### config.mk
export PLATFORM = sky130hd
export DESIGN_NAME = dual_ram_fifo_ctrl_flat
export DESIGN_NICKNAME = d
export VERILOG_FILES = /design/src/rtl/dual_ram_fifo_ctrl_if.sv /design/src/rtl/dual_ram_fifo_ctrl.sv /design/src/flat_wrapper.sv
export SDC_FILE = /design/constraint.sdc
export NUM_CORES = 1
export LEC_CHECK = 0
export ABC_AREA = 1
export CORE_UTILIZATION = 45
export CTS_BUF_LIST = sky130_fd_sc_hd__clkbuf_4 sky130_fd_sc_hd__clkbuf_8
export CTS_CLUSTER_SIZE = 30
export DETAILED_ROUTE_END_ITERATION = 12
export PLACE_DENSITY = 0.83
export SKIP_CTS_REPAIR_TIMING = 1
export SLEW_MARGIN = 20
export SYNTH_ARGS = -nofsm -noshare
export SYNTH_HDL_FRONTEND = slang
export SYNTH_SLANG_ARGS = --single-unit
### constraint.sdc
create_clock -name clk -period 4.5 [get_ports clk]
set_input_delay 0.9 -clock clk [delete_from_list [all_inputs] [get_ports clk]]
set_output_delay 0.9 -clock clk [all_outputs]
set_load 0.05 [all_outputs]
### src/rtl/dual_ram_fifo_ctrl_if.sv
// Push/pop stream plus RAM control bundle for dual_ram_fifo_ctrl.
// almost_full/almost_empty exist only when FIFO_ALMOST_FLAGS_EN is defined.
interface dual_ram_fifo_ctrl_if #(
   parameter int RAM_WIDTH = 8,
   parameter int ADDR_SIZE = 8
);
   logic                 push;
   logic [RAM_WIDTH-1:0] push_data;
   logic                 pop;
   logic [RAM_WIDTH-1:0] pop_data;
   logic                 pop_valid;
   logic                 full;
   logic                 empty;
   logic [ADDR_SIZE:0]   count;
   logic                 overflow;
   logic                 underflow;
`ifdef FIFO_ALMOST_FLAGS_EN
   logic                 almost_full;
   logic                 almost_empty;
`endif
   logic                 ram_we;
   logic                 ram_re;
   logic [ADDR_SIZE-1:0] ram_wr_addr;
   logic [ADDR_SIZE-1:0] ram_rd_addr;
   logic [RAM_WIDTH-1:0] ram_din;
   logic [RAM_WIDTH-1:0] ram_dout;

   modport slave (
      input  push, push_data, pop, ram_dout,
      output pop_data, pop_valid, full, empty, count, overflow, underflow,
`ifdef FIFO_ALMOST_FLAGS_EN
             almost_full, almost_empty,
`endif
             ram_we, ram_re, ram_wr_addr, ram_rd_addr, ram_din
   );

   modport master (
      output push, push_data, pop, ram_dout,
      input  pop_data, pop_valid, full, empty, count, overflow, underflow,
`ifdef FIFO_ALMOST_FLAGS_EN
             almost_full, almost_empty,
`endif
             ram_we, ram_re, ram_wr_addr, ram_rd_addr, ram_din
   );
endinterface

### src/rtl/dual_ram_fifo_ctrl.sv
// FIFO controller in front of a 256x8 dual-port RAM with registered read output.
// Optional registered almost_full/almost_empty flags under FIFO_ALMOST_FLAGS_EN.
module dual_ram_fifo_ctrl #(
   parameter int RAM_WIDTH = 8,
   parameter int RAM_DEPTH = 256,
   parameter int ADDR_SIZE = 8,
   parameter int AF_LEVEL  = 240,
   parameter int AE_LEVEL  = 16
) (
   input logic                 clk,
   input logic                 rst_n,
   dual_ram_fifo_ctrl_if.slave bus
);
   localparam logic [ADDR_SIZE:0] DEPTH = (ADDR_SIZE+1)'(RAM_DEPTH);

   logic [ADDR_SIZE-1:0] wr_ptr, rd_ptr;
   logic [ADDR_SIZE:0]   count_q, count_nxt;
   logic                 full, empty, wr_ok, rd_ok;
   logic                 vld_pipe_q, ovf_q, udf_q;

   assign full  = (count_q == DEPTH);
   assign empty = (count_q == '0);
   assign rd_ok = bus.pop & ~empty;
   // A full FIFO still takes a write when a pop frees the slot in the same cycle;
   // the RAM returns the old word because its read happens before the write lands.
   assign wr_ok = bus.push & (~full | rd_ok);

   always_comb begin
      count_nxt = count_q;
      case ({wr_ok, rd_ok})
         2'b10:   count_nxt = count_q + 1'b1;
         2'b01:   count_nxt = count_q - 1'b1;
         default: count_nxt = count_q;
      endcase
   end

   always_ff @(posedge clk or negedge rst_n) begin
      if (!rst_n) begin
         wr_ptr     <= '0;
         rd_ptr     <= '0;
         count_q    <= '0;
         vld_pipe_q <= 1'b0;
         ovf_q      <= 1'b0;
         udf_q      <= 1'b0;
      end else begin
         if (wr_ok) wr_ptr <= wr_ptr + 1'b1;
         if (rd_ok) rd_ptr <= rd_ptr + 1'b1;
         count_q    <= count_nxt;
         vld_pipe_q <= rd_ok;
         if (bus.push & ~wr_ok) ovf_q <= 1'b1;
         if (bus.pop & ~rd_ok)  udf_q <= 1'b1;
      end
   end

`ifdef FIFO_ALMOST_FLAGS_EN
   logic af_q, ae_q;

   // Computed from count_nxt so the flags line up with the registered count.
   always_ff @(posedge clk or negedge rst_n) begin
      if (!rst_n) begin
         af_q <= 1'b0;
         ae_q <= 1'b1;
      end else begin
         af_q <= (count_nxt >= (ADDR_SIZE+1)'(AF_LEVEL));
         ae_q <= (count_nxt <= (ADDR_SIZE+1)'(AE_LEVEL));
      end
   end

   assign bus.almost_full  = af_q;
   assign bus.almost_empty = ae_q;
`endif

   assign bus.ram_we      = wr_ok;
   assign bus.ram_wr_addr = wr_ptr;
   assign bus.ram_din     = bus.push_data;
   assign bus.ram_re      = rd_ok;
   assign bus.ram_rd_addr = rd_ptr;

   assign bus.pop_data  = bus.ram_dout;
   assign bus.pop_valid = vld_pipe_q;
   assign bus.full      = full;
   assign bus.empty     = empty;
   assign bus.count     = count_q;
   assign bus.overflow  = ovf_q;
   assign bus.underflow = udf_q;
endmodule

### src/flat_wrapper.sv
// flat-port wrapper written by rule: the top's interface ports become plain ports
module dual_ram_fifo_ctrl_flat 
#(
   parameter int RAM_WIDTH = 8,
   parameter int RAM_DEPTH = 256,
   parameter int ADDR_SIZE = 8,
   parameter int AF_LEVEL  = 240,
   parameter int AE_LEVEL  = 16
)
  (clk, rst_n, bus_push, bus_push_data, bus_pop, bus_ram_dout, bus_pop_data, bus_pop_valid, bus_full, bus_empty, bus_count, bus_overflow, bus_underflow, bus_ram_we, bus_ram_re, bus_ram_wr_addr, bus_ram_rd_addr, bus_ram_din);
  dual_ram_fifo_ctrl_if #(.RAM_WIDTH(RAM_WIDTH), .ADDR_SIZE(ADDR_SIZE)) bus_i ();
  input logic clk;
  input logic rst_n;
  input wire logic [$bits(bus_i.push)-1:0] bus_push;
  input wire logic [$bits(bus_i.push_data)-1:0] bus_push_data;
  input wire logic [$bits(bus_i.pop)-1:0] bus_pop;
  input wire logic [$bits(bus_i.ram_dout)-1:0] bus_ram_dout;
  output wire logic [$bits(bus_i.pop_data)-1:0] bus_pop_data;
  output wire logic [$bits(bus_i.pop_valid)-1:0] bus_pop_valid;
  output wire logic [$bits(bus_i.full)-1:0] bus_full;
  output wire logic [$bits(bus_i.empty)-1:0] bus_empty;
  output wire logic [$bits(bus_i.count)-1:0] bus_count;
  output wire logic [$bits(bus_i.overflow)-1:0] bus_overflow;
  output wire logic [$bits(bus_i.underflow)-1:0] bus_underflow;
  output wire logic [$bits(bus_i.ram_we)-1:0] bus_ram_we;
  output wire logic [$bits(bus_i.ram_re)-1:0] bus_ram_re;
  output wire logic [$bits(bus_i.ram_wr_addr)-1:0] bus_ram_wr_addr;
  output wire logic [$bits(bus_i.ram_rd_addr)-1:0] bus_ram_rd_addr;
  output wire logic [$bits(bus_i.ram_din)-1:0] bus_ram_din;
  assign bus_i.push = bus_push;
  assign bus_i.push_data = bus_push_data;
  assign bus_i.pop = bus_pop;
  assign bus_i.ram_dout = bus_ram_dout;
  assign bus_pop_data = bus_i.pop_data;
  assign bus_pop_valid = bus_i.pop_valid;
  assign bus_full = bus_i.full;
  assign bus_empty = bus_i.empty;
  assign bus_count = bus_i.count;
  assign bus_overflow = bus_i.overflow;
  assign bus_underflow = bus_i.underflow;
  assign bus_ram_we = bus_i.ram_we;
  assign bus_ram_re = bus_i.ram_re;
  assign bus_ram_wr_addr = bus_i.ram_wr_addr;
  assign bus_ram_rd_addr = bus_i.ram_rd_addr;
  assign bus_ram_din = bus_i.ram_din;
  dual_ram_fifo_ctrl #(.RAM_WIDTH(RAM_WIDTH), .RAM_DEPTH(RAM_DEPTH), .ADDR_SIZE(ADDR_SIZE), .AF_LEVEL(AF_LEVEL), .AE_LEVEL(AE_LEVEL)) u_core (.clk(clk), .rst_n(rst_n), .bus(bus_i));
endmodule
==> impl_metrics.ini, run 1 <==
[yosys]
synth_top_area_frac = 0.414
ys_seq_area_frac = 0.414
postSynthCellCount = 185
async_flop_share = 1.00
yosys_warnings = 0
synth-edff-count = 0
synth_area_leaders = dfrtp_1 (41%), nand2_1 (9.1%), buf_4 (7.1%), ha_1 (6.7%), xnor2_1 (5.7%)
synth.net_count = 215
yosys.area.top_type = dfrtp_1
syn_avg_cell_area_sq_um = 9.14
ys_ff_latch = 28
synthFlopType = dfrtp_1
syn-cell-area_sq_um = 1690
synth_cell_types = 28

[critical_path]
cp_num_buf_inv = 4
r2r_start = u_core.bus.count[7]$_DFFE_PN0P_
crit_path_max_fanout = 6
critPathLaunchType = input port
crit_start = bus_pop
worstPathArrival_ps = 2780
setup.worst_path.end_class = output port
crit_required_ps = 3600
crit_chain = clkdlybuf4s50_1, inv_1, nand3_1, nand2_2, inv_2, clkdlybuf4s50_1
critPathMostFrequentCell = clkdlybuf4s50_1
slowest_delay_ps = 800
crit_type = input port to output port
cp_slowest_cell = clkdlybuf4s50_1
cp_top_family = buffers and inverters

[die]
die_area_sq_um = 4010
fp.coreArea_sq_um = 3470
die-height_um = 63.3
rows = 21
fp.dieW_um = 63.3
initial_core_util = 0.488
ioPinCount = 68

[finish]
multi_input_area_sq_um = 805
antenna_cells = 0
stdcell_area_sq_um = 2050
drive_gt1_frac = 0.106
regArea_sq_um = 701
stdcell_count = 254
utilization = 0.590
fillers = 321
syn_to_final_growth_pct = 21.0
final_nets = 239

[clock_tree]
clkSinkCount = 28
clkSlewWorstSetupHoldPaths_ps = 90
cts_tree = built
clk_path_buf_depth = 2
numCtsBuffers = 3
clockRootBuffer = clkbuf_8
htree_levels = 1
clock_latency_ps = 280

[timing]
maxSlewHeadroom = 0.647
tightestPinTransition_ps = 528
rsz0062_at_grt = no
hold_violations = 0
hold_slack_ps = 474
setup_tns_ps = 0
finalSetupViolCount = 0
fin_crit_sh = 0.818
finClkSkew_ps = 7.60
period_needed_ps = 3680
max_freq_mhz = 272
slew_violations = 0

[global_route]
grt_max_degree = 29
grt_pass1_vias = 1197
grt_overflow_total = 0
grt_first_pass_wirelength_um = 5290
track_usage = 0.169
antenna_found_initial = 0

[place]
dp.cells = 250
dpl_cell_area_sq_um = 1980
finalWeightedCongestion = 0.854
port_buffers = 35
dpl.hpwl_um = 2240

[detailed_routing]
dr.pass1.iters = 4
remaining_drc_errors = 0
wl_um = 2930
ant_nets = 0
via_per_inst = 4.83
drtIter0Drc = 48
avgRoutedWirePerCell_um = 11.6
route.vias.total = 1227

[status]
outcome = finished clean

[pwr]
p_leak_nw = 0.980
ir_worst_vdd_mv = 0.402
p_per_area_nw_per_um2 = 854

[min_path]
hold_path.class = flop to flop
worst_hold_startpoint = u_core.bus.ram_wr_addr[7]$_DFFE_PN0P_

[run]
drv_cap = 0
stage by stage:
| step | setup WS (ps) | power [mW] |
|---|---|---|
| 4_1_cts | 828 | 1.76 |
| 5_1_grt | 763 | 1.86 |
| 2_1_floorplan | 1660 | 1.28 |
| 6_report | 819 | 1.75 |
| 3_5_place_dp | 831 | 1.56 |
| 3_3_place_gp | 881 | 1.54 |
power breakdown:
| group | switching [mW] | leakage [nW] | internal [mW] |
|---|---|---|---|
| logic | 0.680 | 0.604 | 0.373 |
| registers | 0.132 | 0.340 | 0.365 |
| clock network | 0.0793 | 0.0357 | 0.119 |
| total | 0.891 | 0.980 | 0.858 |
Yosys cell counts, types with 4 or more instances:
master   number
nand2_1      41
dfrtp_1      28
buf_4        16
nand3_1      15
xnor2_1      11
inv_1        10
nor2_1       10
ha_1          9
xor2_1        9
o21ai_2       5
a21oi_1       4
nor3_1        4
placed cells by master (no fill, tap or decap), types with 2 or more instances in the layout:
master | Yosys | layout
a21o_1 | 2 | 2
a21oi_1 | 4 | 4
clkbuf_8 | 0 | 3
clkdlybuf4s50_1 | 0 | 35
dfrtp_1 | 28 | 28
ha_1 | 9 | 9
inv_1 | 10 | 10
inv_2 | 3 | 3
nand2_1 | 41 | 41
nand2_2 | 2 | 2
nand2_4 | 2 | 2
nand3_1 | 15 | 15
nand4_1 | 2 | 2
nor2_1 | 10 | 10
nor3_1 | 4 | 4
o21ai_2 | 5 | 5
o21bai_1 | 2 | 2
xnor2_1 | 11 | 11
xor2_1 | 9 | 9
worst paths after layout:
path	to	slack [ps]	cells past startpoint
worst max-delay path	bus_ram_we	820	6
worst min-delay path	u_core.bus.ram_wr_addr[7]$_DFFE_PN0P_	470	1
worst max register to register	u_core.bus.count[8]$_DFFE_PN0P_	2020	14
worst min register to register	u_core.bus.ram_wr_addr[7]$_DFFE_PN0P_	470	1
max in group asynchronous	u_core.bus.ram_wr_addr[0]$_DFFE_PN0P_	3250	2
min in group asynchronous	u_core.bus.count[5]$_DFFE_PN0P_	980	2
cells by family (layout without fill, tap and decap cells):
logic type | count (synthesis) | in the layout | synth area share
buf+inv | 31 | 54 | 0.110
simple gates | 81 | 81 | 0.230
flops | 28 | 28 | 0.414
compound gates | 15 | 15 | 0.0636
xor+xnor | 20 | 20 | 0.104
fa+ha+maj | 10 | 10 | 0.0784
flip-flops by register name, indices dropped and copies added (netlist names):
register,flops
u_core.bus.count,9
u_core.bus.ram_rd_addr,8
u_core.bus.ram_wr_addr,8
u_core.bus.overflow,1
u_core.bus.pop_valid,1
u_core.bus.underflow,1
per-layer routing:
layer	global-route usage	share of wire	vias up	wire length, um
li1	-	-	626	-
met3	0.0471	0.053	4	156
met2	0.251	0.45	28	1320
met1	0.234	0.48	569	1420
met4	0.0625	0.012	0	34
met5	0	0	-	0
cell type report:
type / instances / share of cell area
multi-input cells: 126 / 0.393
flip-flops and latches: 28 / 0.342
repair buffers: 36 / 0.175
well taps: 46 / 0.0281
inverters: 14 / 0.0269
clock buffers: 3 / 0.0202
clock inverters: 1 / 0.0147
No activity file was read; power rests on OpenSTA's default activity.
==> inputs of run 2 (changes only) <==
--- a/config.mk
+++ b/config.mk
@@ -6,11 +6,11 @@
 export NUM_CORES = 1
 export LEC_CHECK = 0
 export ABC_AREA = 1
-export CORE_UTILIZATION = 45
+export CORE_UTILIZATION = 40
 export CTS_BUF_LIST = sky130_fd_sc_hd__clkbuf_4 sky130_fd_sc_hd__clkbuf_8
 export CTS_CLUSTER_SIZE = 30
 export DETAILED_ROUTE_END_ITERATION = 12
-export PLACE_DENSITY = 0.83
+export PLACE_DENSITY = 0.78
 export SKIP_CTS_REPAIR_TIMING = 1
 export SLEW_MARGIN = 20
 export SYNTH_ARGS = -nofsm -noshare
==> constraint.sdc (replaced) <==
create_clock -name clk -period 3.35 [get_ports clk]
set_input_delay 0.67 -clock clk [delete_from_list [all_inputs] [get_ports clk]]
set_output_delay 0.67 -clock clk [all_outputs]
set_load 0.05 [all_outputs]
==> run 2 against run 1 <==
Register-to-register slack worse by 1100 ps; combinational power is 34% higher; clock skew is 6.7 ps higher; sequential power grew 33%; clock-buffer cell count unchanged; first-iteration DRC count is 46% higher; die area rose by 12%; cell count is 1.6% higher; wire length decreased by 0.95%; hold slack worse by 2.3 ps; via count fell by 0.57%; critical path type unchanged; critical endpoint is now bus_ram_re.
==> impl_metrics.ini, run 2 (same netlist as run 1, synthesis figures left out) <==
[min_path]
hold_depth = 1
hold_end = u_core.bus.ram_wr_addr[7]$_DFFE_PN0P_
worst_hold_startpoint = u_core.bus.ram_wr_addr[7]$_DFFE_PN0P_
hold_path.class = flop to flop

[detailed_routing]
wl_um = 2910
ant_nets = 0
route.vias.total = 1220
avgRoutedWirePerCell_um = 11.3
via_per_inst = 4.73
drtIter0Drc = 70
remaining_drc_errors = 0
dr.pass1.iters = 4

[finish]
drive_gt1_frac = 0.111
final_common_cell = nand2_1
most-common-layout-cells = nand2_1 (41), clkdlybuf4s50_1 (34), dfrtp_1 (28), nand3_1 (15), xnor2_1 (11)
syn_to_final_growth_pct = 21.2
final_nets = 239
largest_register_ffs = 9
fillers = 399
antenna_cells = 0
stdcell_count = 258

[global_route]
grt_pass1_vias = 1147
grt_max_degree = 29
grt_first_pass_wirelength_um = 4920
grt_overflow_total = 0
antenna_found_initial = 0
track_usage = 0.143

[clock_tree]
htree_levels = 1
clock_latency_ps = 290
clkSlewWorstSetupHoldPaths_ps = 100
numCtsBuffers = 3
cts_tree = built
clk_path_buf_depth = 2
clkSinkCount = 28
clockRootBuffer = clkbuf_8

[critical_path]
cp_top_family = buffers and inverters
crit_path_max_fanout = 10
rr_endpoint = u_core.bus.count[8]$_DFFE_PN0P_
crit_type = input port to output port
cp_slowest_cell = clkdlybuf4s50_1
worstPathArrival_ps = 2290
crit_required_ps = 2680
critPathLaunchType = input port
rrSetupSlack_ps = 950
cp_num_buf_inv = 3
worstRegToRegCells = 14
slowest_delay_ps = 810
setup.worst_path.end_class = output port
crit_chain = clkdlybuf4s50_1, nand2_8, inv_1, clkdlybuf4s50_1
cp.depth = 4
critPathMostFrequentCell = clkdlybuf4s50_1
r2r_start = u_core.bus.count[0]$_DFFE_PN0P_

[place]
port_buffers = 35
finalWeightedCongestion = 0.837
dpl.hpwl_um = 2190
dp.cells = 254

[pwr]
p_leak_nw = 0.981
p_per_area_nw_per_um2 = 1140
ir_worst_vdd_mv = 0.618

[die]
rows = 23
die-height_um = 67.0
ioPinCount = 68
fp.dieW_um = 67.0
initial_core_util = 0.420
die_area_sq_um = 4490
fp.coreArea_sq_um = 4030

[timing]
hold_violations = 0
max_freq_mhz = 337
maxSlewHeadroom = 0.656
fin_crit_sh = 0.885
rsz0062_at_grt = no
period_needed_ps = 2960
slew_violations = 0
finClkSkew_ps = 14.3
tightestPinTransition_ps = 514
setup_tns_ps = 0
finalSetupViolCount = 0

[run]
drv_cap = 0

[status]
outcome = finished clean
[run 2: cell count changes in the layout (fill, tap and decap cells not counted)]
| cell | change |
|---|---|
| buf_4 | +1 |
| clkdlybuf4s50_1 | -1 |
[run 2: area by class of cell]
| class | count | area [sq um] | area share |
|---|---|---|---|
| inverter | 14 | 55.1 | 0.0269 |
| clock buffer | 3 | 41.3 | 0.0201 |
| tap | 50 | 62.6 | 0.0305 |
| sequential | 28 | 701 | 0.342 |
| clock inverter | 1 | 30.0 | 0.0147 |
| timing repair buffer | 36 | 355 | 0.173 |
| multi-input combinational | 126 | 805 | 0.393 |
[run 2: how the worst max path moves through the flow]
stage                                               start    endpoint  slack (ps)
after floorplan           u_core.bus.count[7]$_DFFE_PN0P_    bus_full         740
after global placement                            bus_pop  bus_ram_re         390
after detailed placement                          bus_pop  bus_ram_re         380
after CTS                                         bus_pop  bus_ram_re         370
after global routing                              bus_pop  bus_ram_re         300
final                                             bus_pop  bus_ram_re         390
[run 2: layer usage]
| metal | routed length [um] | track usage |
|---|---|---|
| met5 | 0 | 0 |
| met4 | 19 | 0.0319 |
| met2 | 1320 | 0.238 |
| met1 | 1380 | 0.178 |
| met3 | 189 | 0.0462 |
[run 2: report_power, final]
| group | switching, mW | internal [mW] |
|---|---|---|
| clock network | 0.108 | 0.160 |
| logic | 0.911 | 0.498 |
| registers | 0.173 | 0.490 |
[run 2: worst reg2reg max path, cell delays in order, from the launching register on]
cell     delay (ps)
dfrtp_1         470
nor2_1           80
nand2_2          90
nor2_4           50
nand2_4          90
nand2_8          80
nor2_2          370
ha_1            380
a21oi_1         230
o21a_1          160
nand3_1          60
nand2_1          80
nand3_1          70
nand2_1          70
inv_1            30
[run 2: per-stage QoR]
stage	hold WS, ps	total power [mW]	instance area [sq um]	util	setup slack, ps
after floorplan	374	1.72	1690	-	742
after global placement	459	2.07	1980	0.491	391
after detailed placement	461	2.09	1980	0.491	383
after CTS	481	2.37	2050	0.509	375
after global routing	513	2.49	2050	0.509	298
final	471	2.34	2050	0.509	387
